### src/rtl/modexp_ctrl.sv
// rtl/modexp_ctrl.sv - MSB-first square-and-multiply sequencer over the shared 16/8 divider
// Each step issues an 8x8 product as dividend and keeps the 8-bit remainder as the accumulator.
module modexp_ctrl #(
   parameter int EXP_W       = 8,
   parameter int DIV_TIMEOUT = 31
) (
   input  logic             clk,
   input  logic             rst_n,
   input  logic             start,
   input  logic [7:0]       base,
   input  logic [EXP_W-1:0] exponent,
   input  logic [7:0]       modulus,
   output logic             busy,
   output logic             done,
   output logic [7:0]       result,
   output logic             error,
   output logic             div_start,
   output logic [15:0]      div_x,
   output logic [7:0]       div_y,
   input  logic             div_done,
   input  logic [15:0]      div_rem
);

   localparam int IDX_W = (EXP_W > 1) ? $clog2(EXP_W) : 1;
   localparam int CNT_W = $clog2(DIV_TIMEOUT + 1);

   localparam logic [2:0] S_IDLE      = 3'd0;
   localparam logic [2:0] S_LOAD      = 3'd1;
   localparam logic [2:0] S_SQ_ISSUE  = 3'd2;
   localparam logic [2:0] S_SQ_WAIT   = 3'd3;
   localparam logic [2:0] S_MUL_ISSUE = 3'd4;
   localparam logic [2:0] S_MUL_WAIT  = 3'd5;
   localparam logic [2:0] S_NEXT      = 3'd6;
   localparam logic [2:0] S_FIN       = 3'd7;

   logic [2:0]       state;
   logic [7:0]       base_r;
   logic [EXP_W-1:0] exp_r;
   logic [7:0]       acc;
   logic [IDX_W-1:0] idx;
   logic [CNT_W-1:0] cnt;
   logic             unused_rem;

   assign unused_rem = ^div_rem[15:8];

   function automatic logic [15:0] mul8(input logic [7:0] a, input logic [7:0] b);
      return 16'(a) * 16'(b);
   endfunction

   assign busy = (state != S_IDLE);
   assign done = (state == S_FIN);

   // div_start and div_x are loaded on entry to an ISSUE state so the pulse
   // and its dividend appear together during the ISSUE cycle itself.
   always_ff @(posedge clk or negedge rst_n) begin
      if (!rst_n) begin
         state     <= S_IDLE;
         base_r    <= '0;
         exp_r     <= '0;
         acc       <= '0;
         idx       <= '0;
         cnt       <= '0;
         error     <= 1'b0;
         result    <= '0;
         div_start <= 1'b0;
         div_x     <= '0;
         div_y     <= '0;
      end else begin
         div_start <= 1'b0;
         case (state)
            S_IDLE: begin
               if (start) begin
                  base_r <= base;
                  exp_r  <= exponent;
                  div_y  <= modulus;
                  error  <= 1'b0;
                  state  <= S_LOAD;
               end
            end
            S_LOAD: begin
               if (div_y == 8'd0) begin
                  error  <= 1'b1;
                  result <= '0;
                  state  <= S_FIN;
               end else if (div_y == 8'd1) begin
                  result <= '0;
                  state  <= S_FIN;
               end else begin
                  acc       <= 8'd1;
                  idx       <= IDX_W'(EXP_W - 1);
                  div_x     <= 16'd1;
                  div_start <= 1'b1;
                  cnt       <= '0;
                  state     <= S_SQ_ISSUE;
               end
            end
            S_SQ_ISSUE:  state <= S_SQ_WAIT;
            S_MUL_ISSUE: state <= S_MUL_WAIT;
            S_SQ_WAIT, S_MUL_WAIT: begin
               if (div_done) begin
                  acc <= div_rem[7:0];
                  if (state == S_SQ_WAIT && exp_r[idx]) begin
                     div_x     <= mul8(div_rem[7:0], base_r);
                     div_start <= 1'b1;
                     cnt       <= '0;
                     state     <= S_MUL_ISSUE;
                  end else begin
                     state <= S_NEXT;
                  end
               end else if (cnt == CNT_W'(DIV_TIMEOUT - 1)) begin
                  error  <= 1'b1;
                  result <= '0;
                  state  <= S_FIN;
               end else begin
                  cnt <= cnt + 1'b1;
               end
            end
            S_NEXT: begin
               if (idx == '0) begin
                  result <= acc;
                  state  <= S_FIN;
               end else begin
                  idx       <= idx - 1'b1;
                  div_x     <= mul8(acc, acc);
                  div_start <= 1'b1;
                  cnt       <= '0;
                  state     <= S_SQ_ISSUE;
               end
            end
            S_FIN:   state <= S_IDLE;
            default: state <= S_IDLE;
         endcase
      end
   end

endmodule
### config.mk
export PLATFORM = sky130hd
export DESIGN_NAME = modexp_ctrl
export DESIGN_NICKNAME = d
export VERILOG_FILES = /design/src/rtl/modexp_ctrl.sv
export SDC_FILE = /design/constraint.sdc
export NUM_CORES = 1
export LEC_CHECK = 0
export ABC_AREA = 1
export BUFFER_PORTS_ARGS = -buffer_cell sky130_fd_sc_hd__buf_2
export CORE_UTILIZATION = 50
export CTS_BUF_LIST = sky130_fd_sc_hd__clkbuf_4 sky130_fd_sc_hd__clkbuf_8
export CTS_CLUSTER_SIZE = 20
export DETAILED_ROUTE_END_ITERATION = 12
export GPL_TIMING_DRIVEN = 0
export PLACE_DENSITY = 0.67
export SYNTH_ARGS = -nofsm -noshare
export SYNTH_HDL_FRONTEND = slang
export SYNTH_SLANG_ARGS = --single-unit
export TNS_END_PERCENT = 5
### constraint.sdc
create_clock -name clk -period 5 [get_ports clk]
set_input_delay 0.75 -clock clk [delete_from_list [all_inputs] [get_ports clk]]
set_output_delay 0.75 -clock clk [all_outputs]
set_load 0.01 [all_outputs]
* Word-level counts from Yosys, hierarchy flattened *
Cells that the tools add are included.

storage, ports and cells
  flip-flop bits (word level) = 69
  output and inout port bits = 36
  input bits = 44

operators by class
  reduce and logical (&&, ||, !) cells = 18
  multiplexer cells = 48
  magnitude comparators = 1
  add/sub/neg operators = 2
  equality and inequality tests = 23
  $mul = 2

operators by type and width
  operator            count
  $mux 16             5
  $mux 8              8
  $pmux 16 s3         1
  $mul 8x8->16        2
  $mux 5              6
  $mux 3              9
  $pmux 8 s3          1
  $pmux 3 s7          1
  $ne 2x2->1 const B  10
  $pmux 8 s2          1
  $pmux 5 s3          1
  $eq 3x3->1 const B  4
  $ne 3x3->1 const B  4
  $reduce_and 6->1    2
  $mux 1              10
  $reduce_and 5->1    2
  $reduce_bool 3->1   3
  $eq 8x1->1 const B  1
  $logic_not 8->1     1
  $reduce_and 4->1    2
  $eq 3x2->1 const B  2
  $logic_not 3->1     2
  $pmux 1 s3          2
  $pmux 3 s2          1
  11 further kinds    13

* Depth between registers and ports, before layout *
Gate-level depths: netlist of run 1.

  depth after elaboration = 6
  mapped depth = 23

* Least setup slack after synthesis of run 1 *
OpenSTA, ideal clock, no wires.

  path kind = input port to flip-flop
  start point = input port div_rem[0]
  end point = register div_x[15]
  setup time = 0.117 ns
  arrival = 4.233 ns
  stages = 19
  slack = 0.651 ns
  buffers on the path = 1
  required time = 4.883 ns
  path through = clkbuf_1 > nand2_1 > fa_1 > fa_1 > inv_1 > fa_1 > inv_1 > fa_1 > inv_1 > ha_1 > nand2_1 > nor2_1 > nand3_1 > nand3_1 > nand2_1 > nand3_1 > nand2_1 > nand2_1 > nand2_1

between the ends
  longest elaborated chain between the ends = 4

ends and longest elaborated chain
  item                  RTL line  text
  start, declared       21        input logic [15:0] div_rem
  $mul 8x8->16          47        return 16'(a) * 16'(b);
  $mux 16               102       if (state == S_SQ_WAIT && exp_r[idx]) begin
  $mux 16               100       if (div_done) begin
  $pmux 16 s3           70        case (state)
  end signal, assigned  103       div_x <= mul8(div_rem[7:0], base_r);
  end signal, assigned  124       div_x <= mul8(acc, acc);
  end, declared         18        output logic [15:0] div_x,

No other way between the ends. The select of a mux whose other input is x is not followed.
A chain may end at the register's enable or synchronous reset.

* Worst setup path after layout of run 1 *
  start point = register acc[5]
  end point = register div_x[15]

between the ends
  longest elaborated chain between the ends = 3

ends and longest elaborated chain
  item                    RTL line  text
  start, declared         39        logic [7:0] acc;
  start signal, assigned  101       acc <= div_rem[7:0];
  $mul 8x8->16            47
  $mux 16                 119       if (idx == '0) begin
  $pmux 16 s3             70

No other way between the ends. The select of a mux whose other input is x is not followed.

==> summary.txt, run 1 <==
Synth
  • Post-Syn Instances: 1020
  • Fraction of synthesis flops using an asynchronous set or reset pin: 100%
  • Sequential cell area fraction in the yosys report: 23.2%
  • Post-synthesis compound-gate area fraction: 4.02%
  • Synthesized-area fraction occupied by and/or/nand/nor cells: 26.3%
  • Synthesized cell area: 0.00743 sq mm
  • Main synth FF type: dfrtp_1
  • Syn. warnings: 0
  • Portion of synthesized cell area occupied by the leading cell type: 23.2%
  • Syn Area/Cell: 7.29 sq um
  • Post-synth EDFFs: 0
  • Share of synthesized area spent on multiplexers: 3.03%
  • Synthesized Nets: 1195
  • Post-synth top area cell: dfrtp_1
  • List of most frequent post-synthesis cells: nand2_1 (324), inv_1 (234), ha_1 (70)
  • Leading cell type by number of instances after synthesis: nand2_1
  • Synthesized flop and latch total: 69
  • Yosys cell types: 37
  • Cell types occupying the most area after synthesis: dfrtp_1 (23%), fa_1 (16%), nand2_1 (16%), inv_1 (12%), ha_1 (12%)
  • Xor/xnor cell area share of the yosys netlist: 1.30%
  • Post-synthesis share of cell area spent on full adders, half adders and majority gates: 28.2%
  • Combinational family with the most area after synthesis: adder cells

STA
  • RSZ-0062 raised after global routing: false
  • Setup violation total in the final timing report: 0
  • Ratio of final minimum period to clock period: 91.8%
  • Min cycle time layout: 4.59 ns
  • Maximum clock rate: 218 MHz
  • Worst-margin pin slew: 0.628 ns
  • Final-report max-slew violation count: 0
  • Setup clock skew after layout: 0.00914 ns
  • Aggregate negative setup slack: 0 ns
  • Total count of hold-check failures in the final report: 0
  • Tightest slew margin relative to the limit: 58.1%

Route
  • Met3 routed wirelength: 602 um
  • DRT Pass-1 Iters: 5
  • Overall routed net length: 16700 um
  • Met2 layer wire length in the routed design: 8110 um
  • Vias: 6296
  • Vias per cell: 4.90
  • Topmost layer with routed signal wires: met4
  • Remaining antenna violation count: 0
  • Number of design rule violations left after detail routing: 0
  • Metal1 wirelength: 7620 um
  • First DRT Iteration DRCs: 272
  • Wire per inst: 13.0 um

Clocking
  • Buffers inserted during post-CTS setup optimization: 0
  • CTS root buf: clkbuf_8
  • Post-cts sizing count: 0
  • Worst skew pair latency: 0.37 ns
  • Maximum count of clock buffers along a single path: 2
  • Num CTS Buffers: 9
  • Num Clock Sinks: 69
  • CTS tree: yes
  • Number of buffers inserted by hold repair at cts: 0
  • CTS H-Tree Depth: 3
  • Clock edge transition at the registers on the reported setup and hold paths: 0.08 ns

Outcome
  • Run status: finished clean

Finish
  • Area taken by multi-input logic gates: 0.00467 sq mm
  • Area growth from synthesis to layout: 10.4%
  • Antenna diode count: 0
  • Layout filler cell count: 1454
  • Number of nets at the end of the flow: 1270
  • Post-route design area: 0.00821 sq mm
  • Combined flip-flop and latch cell area: 0.00173 sq mm
  • Share of layout cells above drive strength 1: 11.8%

Die
  • Placeable core region: 0.0145 sq mm
  • Number of placement rows: 44
  • Initial core utilization: 51.2%
  • Number of I/O pins: 80
  • Overall die area: 0.0154 sq mm
  • Height of the die: 124 um
  • Die Width: 124 um

Setup path
  • Worst EP required: 5.27 ns
  • Crit Path Category: reg2reg
  • Arrival time at the worst endpoint: 4.86 ns
  • Most numerous cell on the critical path: nand2_1
  • Cell type group with the largest total delay on the critical path: adder cells
  • Max stage delay on crit path: 0.56 ns
  • Worst path bufs/invs: 4
  • Register-to-register setup slack: 0.41 ns
  • Maximum fanout count along the critical path: 10
  • RR Startpoint: acc[5]$_DFFE_PN0P_
  • Depth of the worst register-to-register path: 20
  • Slowest cell on crit path: fa_1
  • Destination of the worst register-to-register timing path: div_x[15]$_DFFE_PN0P_
  • Worst path cell trace: clkbuf_1, nand2_1, fa_1, inv_1, fa_1, fa_1, inv_1, fa_1, inv_1, ha_1, nand2_1, nor2_1, and2_1, nand2_1, nand3_1, nand2_1, nand3_1, nand2_1, nand2_1, nand2_1
  • Launching element type of the critical path: flop
  • Kind of end point of the critical path: flop

Run
  • Max-cap violation count: 0

Global routing
  • Initial antenna violation count: 0
  • Total overflow reported by the global router: 0
  • Via count of the first global-routing pass: 6070
  • Largest net degree at the start of global routing: 66
  • Total global routing track utilization: 23.9%
  • First-pass GRT wire length: 28200 um

Placed design
  • Number of port buffers: 63
  • Placed Instance Area: 0.00801 sq mm
  • Global placement routability congestion: 0.879
  • Sum of net half-perimeters after detailed placement: 13400 um

Hold path
  • Classification of the worst-slack hold path: in2async
## metal layers
metal | GRT usage (%) | vias to the layer above
met5 | 0 | -
met4 | 8.33 | 0
met3 | 3.30 | 25
met2 | 41.5 | 121
met1 | 30.4 | 2928
li1 | - | 3222
## metrics by stage
| stage | util (%) | hold slack [ns] | setup WS [ns] | cells |
|---|---|---|---|---|
| finish | 56.5 | 0.173 | 0.412 | 1284 |
| global route | 56.5 | 0.164 | 0.143 | 1284 |
| CTS | 56.5 | 0.163 | 0.413 | 1284 |
| detailed placement | 55.1 | 0.463 | 0.141 | 1268 |
| global placement | 54.9 | 0.457 | 0.195 | 1267 |
| floorplan | - | 0.454 | 0.651 | 1020 |
## area by class of cell
cell class | count | share of cell area, %
Multi-Input combinational cell | 678 | 56.9
Tap cell | 184 | 2.80
Clock buffer | 9 | 1.51
Buffer | 34 | 1.71
Clock inverter | 7 | 0.899
Inverter | 239 | 10.9
Sequential cell | 69 | 21.0
Timing Repair Buffer | 64 | 4.21
## worst max-delay path by stage
stage                       endpoint  slack (ns)          startpoint  depth (start not counted)
2_1_floorplan  div_x[15]$_DFFE_PN0P_        0.65          div_rem[0]                         19
3_3_place_gp   div_x[14]$_DFFE_PN0P_        0.19          div_rem[0]                         19
3_5_place_dp   div_x[14]$_DFFE_PN0P_        0.14          div_rem[0]                         19
4_1_cts        div_x[15]$_DFFE_PN0P_        0.41  acc[5]$_DFFE_PN0P_                         20
5_1_grt        div_x[15]$_DFFE_PN0P_        0.14  acc[5]$_DFFE_PN0P_                         20
6_report       div_x[15]$_DFFE_PN0P_        0.41  acc[5]$_DFFE_PN0P_                         20
## state kept, by name, indices dropped and copies added, names as in the netlist
signal / cells
div_x: 16
acc: 8
base_r: 8
div_y: 8
exp_r: 8
result: 8
cnt: 5
idx: 3
state: 3
div_start: 1
error: 1
## kinds of logic after synthesis
family | count (synthesis)
multiplexers | 20
XOR/XNOR | 11
buffers and inverters | 273
adder cells (fa/ha/maj) | 131
flip-flops | 69
AND/OR/NAND/NOR | 464
AO/OA/AOI/OAI | 52
## cells in the final DEF (no fill, tap or decap), types with 2 or more instances in the layout
master / Yosys / layout
clkbuf_1: 26 / 26
a22o_1: 8 / 8
clkinv_4: 0 / 2
nor2_1: 44 / 44
a21oi_1: 20 / 20
clkbuf_8: 0 / 9
nand2_1: 324 / 324
o21ai_0: 12 / 12
nor2_4: 3 / 3
buf_2: 7 / 69
nand3_1: 59 / 59
nand4_1: 12 / 12
nand2_2: 2 / 2
o21ai_1: 8 / 8
fa_1: 61 / 61
dfrtp_1: 69 / 69
xnor2_1: 4 / 4
xor2_1: 7 / 7
nor3_1: 4 / 4
buf_4: 1 / 2
inv_2: 5 / 5
nand3b_1: 2 / 2
inv_1: 234 / 234
or2_2: 5 / 5
ha_1: 70 / 70
clkinv_2: 0 / 2
mux2_2: 20 / 20
Power of run 1 is not shown: default switching activity piles up to over one toggle a cycle in this logic, so the estimate is an artifact.
==> inputs of run 2 (changes only) <==
--- a/config.mk
+++ b/config.mk
@@ -8,11 +8,10 @@
 export ABC_AREA = 1
 export BUFFER_PORTS_ARGS = -buffer_cell sky130_fd_sc_hd__buf_2
 export CORE_UTILIZATION = 50
-export CTS_BUF_LIST = sky130_fd_sc_hd__clkbuf_4 sky130_fd_sc_hd__clkbuf_8
 export CTS_CLUSTER_SIZE = 20
 export DETAILED_ROUTE_END_ITERATION = 12
 export GPL_TIMING_DRIVEN = 0
-export PLACE_DENSITY = 0.67
+export PLACE_DENSITY = 0.69
 export SYNTH_ARGS = -nofsm -noshare
 export SYNTH_HDL_FRONTEND = slang
 export SYNTH_SLANG_ARGS = --single-unit
==> constraint.sdc (replaced) <==
create_clock -name clk -period 4.1 [get_ports clk]
set_input_delay 0.615 -clock clk [delete_from_list [all_inputs] [get_ports clk]]
set_output_delay 0.615 -clock clk [all_outputs]
set_load 0.01 [all_outputs]
==> summary.txt, run 2 (same netlist as run 1, synthesis figures left out) <==
Global routing
  • Total overflow reported by the global router: 0 (unchanged)
  • First-pass GRT wire length: 28100 um (-0.46%)
  • Via count of the first global-routing pass: 6068 (-0.033%)
  • Initial antenna violation count: 0 (unchanged)
  • Largest net degree at the start of global routing: 65 (-1.5%)
  • Total global routing track utilization: 23.7% (-0.22 points)

Finish
  • Most frequent standard cell in the layout excluding fill and tap cells: nand2_1
  • Number of nets at the end of the flow: 1283 (+1.0%)
  • Area growth from synthesis to layout: 17.7%
  • Layout filler cell count: 1416 (-2.6%)
  • Commonest non-fill, non-tap cells in the layout: nand2_1 (311), inv_1 (230), buf_2 (72), ha_1 (63), fa_1 (60)
  • Reg with most FFs: div_x
  • Antenna diode count: 0 (unchanged)
  • Post-layout utilization of the core: 60.2% (+3.7 points)
  • Final Instance Count excl. Fillers: 1297 (+1.0%)
  • Share of layout cells above drive strength 1: 19.1% (+7.3 points)
  • Flip-flop count of the largest register, all copies and words added: 16 (unchanged)

STA
  • Maximum clock rate: 249 MHz (+14%)
  • Total count of hold-check failures in the final report: 0 (unchanged)
  • RSZ-0062 raised after global routing: true
  • Tightest slew margin relative to the limit: 61.3% (+3.1 points)
  • Min cycle time layout: 4.01 ns (-0.576 ns)
  • Worst-margin pin slew: 0.579 ns (-0.0491 ns)
  • Ratio of final minimum period to clock period: 97.9% (+6.1 points)
  • Final hold slack: 0.0725 ns (-0.101 ns)
  • Setup violation total in the final timing report: 0 (unchanged)
  • Setup clock skew after layout: 0.00654 ns (-0.00260 ns)
  • Final-report max-slew violation count: 0 (unchanged)

Setup path
  • Arrival time at the worst endpoint: 4.25 ns (-0.61 ns)
  • Worst EP required: 4.33 ns (-0.94 ns)
  • Maximum fanout count along the critical path: 5 (-5)
  • RR Startpoint: acc[5]$_DFFE_PN0P_
  • Crit Path Category: reg2reg
  • Launching element type of the critical path: flop
  • Beginning of the critical path: acc[5]$_DFFE_PN0P_
  • Kind of end point of the critical path: flop

Clocking
  • Worst skew pair latency: 0.35 ns (-0.02 ns)
  • CTS H-Tree Depth: 3 (unchanged)
  • Num CTS Buffers: 9 (unchanged)
  • Clock edge transition at the registers on the reported setup and hold paths: 0.06 ns (-0.02 ns)
  • Number of buffers inserted by hold repair at cts: 0 (unchanged)
  • Num Clock Sinks: 69 (unchanged)
  • CTS tree: yes
  • CTS root buf: clkbuf_16
  • Maximum count of clock buffers along a single path: 2 (unchanged)

Run
  • Max-cap violation count: 0 (unchanged)

Die
  • Placeable core region: 0.0145 sq mm (unchanged)
  • Initial core utilization: 51.2% (unchanged)
  • Die Width: 124 um (unchanged)
  • Number of placement rows: 44 (unchanged)
  • Number of I/O pins: 80 (unchanged)
  • Height of the die: 124 um (unchanged)
  • Overall die area: 0.0154 sq mm (unchanged)

Outcome
  • Run status: finished clean

Hold path
  • Classification of the worst-slack hold path: in2async

Placed design
  • Number of placed instances with taps included: 1268 (unchanged)
  • Sum of net half-perimeters after detailed placement: 13200 um (-1.9%)
  • Number of port buffers: 63 (unchanged)
  • Global placement routability congestion: 0.846 (-3.8%)

Route
  • Vias per cell: 4.97 (+1.4%)
  • Number of design rule violations left after detail routing: 0 (unchanged)
  • DRT Pass-1 Iters: 7 (+2)
  • Remaining antenna violation count: 0 (unchanged)
  • Wire per inst: 13.2 um (+1.6%)
  • Vias: 6449 (+2.4%)
  • First DRT Iteration DRCs: 280 (+2.9%)
  • Overall routed net length: 17200 um (+2.6%)
## run 2: cell types whose count changed in the layout (fill, tap and decap cells not counted), moves of 7 or more
cell and delta:
buf_4 +23, clkbuf_1 -22, clkbuf_16 +9, clkbuf_8 -7, dfrtp_1 -10, dfrtp_2 +10, ha_1 -7, ha_4 +7
nand2_1 -13, nand2_2 +10
## run 2: worst paths after layout
path / to / slack (ns) / cells past startpoint
worst min register to register: div_x[3]$_DFFE_PN0P_ / 0.47 / 2
min in group clk: div_x[3]$_DFFE_PN0P_ / 0.47 / 2
worst max-delay path: div_x[15]$_DFFE_PN0P_ / 0.09 / 20
max in group asynchronous: base_r[3]$_DFFE_PN0P_ / 3.48 / 2
worst max register to register: div_x[15]$_DFFE_PN0P_ / 0.09 / 20
worst min-delay path: result[6]$_DFFE_PN0P_ / 0.07 / 1
## run 2: repair_timing
item	4_1_cts	5_1_grt
endpoints found under the setup margin	9	9
buffers inserted	0	24
pin swaps	0	23
gates resized for setup	22	56
gates cloned	0	0
## run 2: per-stage QoR
| stage | TNS (ns) | setup WS, ns | instance area (sq um) |
|---|---|---|---|
| 3_5_place_dp | -3.91 | -0.507 | 8020 |
| 2_1_floorplan | 0 | 0.00133 | 7440 |
| 6_report | 0 | 0.0874 | 8750 |
| 4_1_cts | -0.00317 | -0.00317 | 8410 |
| 3_3_place_gp | -3.85 | -0.484 | 7990 |
| 5_1_grt | -0.802 | -0.144 | 8750 |
## run 2: layout make-up
type                    count  area, sq um  area share (%)
clock buffers               9          225            2.57
repair buffers             88          523            5.98
clock inverters             7          121            1.39
plain buffers              23          150            1.72
multi-input cells         678         4860            55.6
flip-flops and latches     69         1740            19.9
well taps                 184          230            2.63
inverters                 239          897            10.3
## run 2: critical path: stages (launching register included)
cell and delay (ns):
dfrtp_2 0.43, buf_8 0.14, nand2_1 0.07, fa_1 0.53, inv_1 0.07, fa_1 0.49
fa_1 0.49, inv_1 0.05, fa_1 0.48, inv_1 0.07, ha_4 0.31, nand2_2 0.09
nor2_4 0.10, and2_1 0.12, nand2_1 0.06, nand3_1 0.09, nand2_1 0.06, nand3_2 0.08
nand2_1 0.05, nand2_1 0.05, nand2_1 0.06
## run 2: routing by layer
| metal | GRT usage, % | wire length [um] | up-vias |
|---|---|---|---|
| li1 | - | - | 3227 |
| met1 | 29.9 | 7640 | 3092 |
| met2 | 41.7 | 8600 | 102 |
| met3 | 3.07 | 537 | 28 |
| met4 | 7.96 | 400 | 0 |
| met5 | 0 | 0 | - |
Power of run 2 is left out for the same reason.
==> inputs of run 3 (changes only) <==
--- a/config.mk
+++ b/config.mk
@@ -7,11 +7,14 @@
 export LEC_CHECK = 0
 export ABC_AREA = 1
 export BUFFER_PORTS_ARGS = -buffer_cell sky130_fd_sc_hd__buf_2
-export CORE_UTILIZATION = 50
+export CELL_PAD_IN_SITES_DETAIL_PLACEMENT = 0
+export CELL_PAD_IN_SITES_GLOBAL_PLACEMENT = 2
+export CORE_MARGIN = 5
+export CORE_UTILIZATION = 31
 export CTS_CLUSTER_SIZE = 20
 export DETAILED_ROUTE_END_ITERATION = 12
 export GPL_TIMING_DRIVEN = 0
-export PLACE_DENSITY = 0.69
+export PLACE_DENSITY = 0.74
 export SYNTH_ARGS = -nofsm -noshare
 export SYNTH_HDL_FRONTEND = slang
 export SYNTH_SLANG_ARGS = --single-unit
==> constraint.sdc (replaced) <==
create_clock -name clk -period 4.1 [get_ports clk]
set_input_delay 0.205 -clock clk [delete_from_list [all_inputs] [get_ports clk]]
set_output_delay 0.205 -clock clk [all_outputs]
set_load 0.01 [all_outputs]
==> summary.txt, run 3 (same netlist as run 1, synthesis figures left out) <==
Outcome
  • Run status: finished clean

Route
  • Met3 routed wirelength: 520 um (-3.2%)
  • Remaining antenna violation count: 0 (unchanged)
  • Vias per cell: 4.36 (-12%)
  • Wire per inst: 13.8 um (+4.5%)
  • Vias: 6269 (-2.8%)
  • First DRT Iteration DRCs: 239 (-15%)
  • Met2 layer wire length in the routed design: 9610 um (+12%)
  • Metal1 wirelength: 9560 um (+25%)
  • Overall routed net length: 19900 um (+16%)
  • Topmost layer with routed signal wires: met4
  • DRT Pass-1 Iters: 4 (-3)
  • Number of design rule violations left after detail routing: 0 (unchanged)

Setup path
  • Kind of end point of the critical path: flop
  • Worst EP required: 4.33 ns (about the same)
  • Max stage delay on crit path: 0.53 ns (about the same)
  • Crit Path Category: reg2reg
  • Launching element type of the critical path: flop
  • Depth of the worst register-to-register path: 19 (-5.0%)
  • Worst path bufs/invs: 4 (unchanged)
  • Worst path cell trace: buf_12, nand2_2, inv_2, fa_1, fa_1, fa_1, inv_1, fa_1, inv_2, ha_4, nand2_2, nor2_2, nand3_2, nand3_1, nand2_1, nand3_2, nand2_1, nand2_1, nand2_1
  • Maximum fanout count along the critical path: 4 (-1)
  • Cell count along the critical path: 19 (-5.0%)
  • Slowest cell on crit path: fa_1
  • Cell type group with the largest total delay on the critical path: adder cells
  • Arrival time at the worst endpoint: 4.20 ns (-0.05 ns)

Clocking
  • Num Clock Sinks: 69 (unchanged)
  • Worst skew pair latency: 0.34 ns (about the same)
  • Maximum count of clock buffers along a single path: 2 (unchanged)
  • CTS tree: yes
  • Clock edge transition at the registers on the reported setup and hold paths: 0.06 ns (about the same)
  • CTS H-Tree Depth: 3 (unchanged)
  • Num CTS Buffers: 9 (unchanged)
  • CTS root buf: clkbuf_16

STA
  • Ratio of final minimum period to clock period: 96.8% (-1.1 points)
  • RSZ-0062 raised after global routing: true
  • Min cycle time layout: 3.97 ns (-0.0432 ns)
  • Setup clock skew after layout: 0.00685 ns (+0.000306 ns)
  • Worst-margin pin slew: 0.713 ns (+0.134 ns)
  • Setup violation total in the final timing report: 0 (unchanged)
  • Final-report max-slew violation count: 0 (unchanged)
  • Maximum clock rate: 252 MHz (+1.1%)
  • Tightest slew margin relative to the limit: 52.5% (-8.8 points)
  • Minimum setup slack in the final design: 0.131 ns (+0.0432 ns)
  • Total count of hold-check failures in the final report: 0 (unchanged)

Finish
  • Commonest non-fill, non-tap cells in the layout: nand2_1 (294), inv_1 (220), buf_2 (69), ha_1 (59), fa_1 (58)
  • Reg with most FFs: div_x
  • Flip-flop count of the largest register, all copies and words added: 16 (unchanged)
  • Most frequent standard cell in the layout excluding fill and tap cells: nand2_1
  • Antenna diode count: 0 (unchanged)
  • Post-route design area: 0.00906 sq mm (+3.6%)
  • Layout filler cell count: 2577 (+82%)
  • Final Instance Count excl. Fillers: 1437 (+11%)
  • Area growth from synthesis to layout: 21.9%
  • Post-layout utilization of the core: 38.5% (-22 points)
  • Number of nets at the end of the flow: 1288 (+0.39%)
  • Share of layout cells above drive strength 1: 23.2% (+4.0 points)

Global routing
  • Total overflow reported by the global router: 0 (unchanged)
  • First-pass GRT wire length: 33500 um (+19%)
  • Total global routing track utilization: 15.5% (-8.1 points)
  • Largest net degree at the start of global routing: 49 (-25%)
  • Via count of the first global-routing pass: 6587 (+8.6%)
  • Initial antenna violation count: 0 (unchanged)

Die
  • Height of the die: 165 um (+33%)
  • Number of I/O pins: 80 (unchanged)
  • Number of placement rows: 56 (+27%)
  • Initial core utilization: 31.6% (-20 points)
  • Placeable core region: 0.0235 sq mm (+62%)
  • Overall die area: 0.0272 sq mm (+77%)
  • Die Width: 165 um (+33%)

Run
  • Max-cap violation count: 0 (unchanged)

Placed design
  • Sum of net half-perimeters after detailed placement: 16000 um (+21%)
  • Setup slack at placement: -0.528 ns (-0.0211 ns)
  • Global placement routability congestion: 0.796 (-5.9%)
  • Number of placed instances with taps included: 1403 (+11%)
  • Placed Instance Area: 0.00818 sq mm (+2.0%)
  • Number of port buffers: 63 (unchanged)

Hold path
  • Number of instances on the worst hold path: 2
  • Classification of the worst-slack hold path: in2reg
run 3: final timing paths:
| kind | slack [ns] | startpoint | endpoint |
|---|---|---|---|
| min reg2reg | 0.47 | div_x[0]$_DFFE_PN0P_ | div_x[0]$_DFFE_PN0P_ |
| min | 0.09 | modulus[5] | div_y[5]$_DFFE_PN0P_ |
| max in group asynchronous | 3.21 | rst_n | base_r[3]$_DFFE_PN0P_ |
| max reg2reg | 0.13 | base_r[5]$_DFFE_PN0P_ | div_x[12]$_DFFE_PN0P_ |
| max | 0.13 | base_r[5]$_DFFE_PN0P_ | div_x[12]$_DFFE_PN0P_ |
| min in group asynchronous | 0.31 | rst_n | div_y[5]$_DFFE_PN0P_ |
run 3: cell type report:
| cell class | instances | area, sq um | area share (%) |
|---|---|---|---|
| buffer | 23 | 129 | 1.42 |
| inverter | 239 | 897 | 9.90 |
| clock buffer | 9 | 225 | 2.49 |
| timing repair buffer | 93 | 578 | 6.38 |
| tap | 319 | 399 | 4.40 |
| sequential | 69 | 1740 | 19.2 |
| multi-input combinational | 678 | 5020 | 55.3 |
| clock inverter | 7 | 75.1 | 0.828 |
run 3: layer usage:
metal | GRT usage (%) | vias to the layer above
met5 | 0 | -
met4 | 3.63 | 0
met3 | 2.12 | 13
met2 | 26.7 | 66
met1 | 20.8 | 2934
li1 | - | 3256
run 3: timing repair:
action                                  4_1_cts  5_1_grt
gates resized for setup                      33       92
hold endpoints to repair                     21        0
hold buffers                                  1        0
gates cloned                                  0        0
endpoints found under the setup margin       10       10
buffers inserted                             11       17
pin swaps                                     3       41
run 3: metrics by stage:
step | hold slack (ns) | TNS [ns]
5_1_grt | 0.0863 | -0.450
6_report | 0.0947 | 0
2_1_floorplan | -0.0906 | 0
4_1_cts | 0.0772 | -0.0448
3_3_place_gp | 0.437 | -3.91
3_5_place_dp | 0.125 | -4.00
run 3: worst reg2reg max path: stages, from the launching register on:
cell	delay, ns
dfrtp_2	0.46
buf_12	0.15
nand2_2	0.05
inv_2	0.04
fa_1	0.50
fa_1	0.53
fa_1	0.51
inv_1	0.05
fa_1	0.49
inv_2	0.05
ha_4	0.30
nand2_2	0.08
nor2_2	0.15
nand3_2	0.10
nand3_1	0.09
nand2_1	0.06
nand3_2	0.08
nand2_1	0.08
nand2_1	0.06
nand2_1	0.04
Power of run 3 is left out for the same reason.
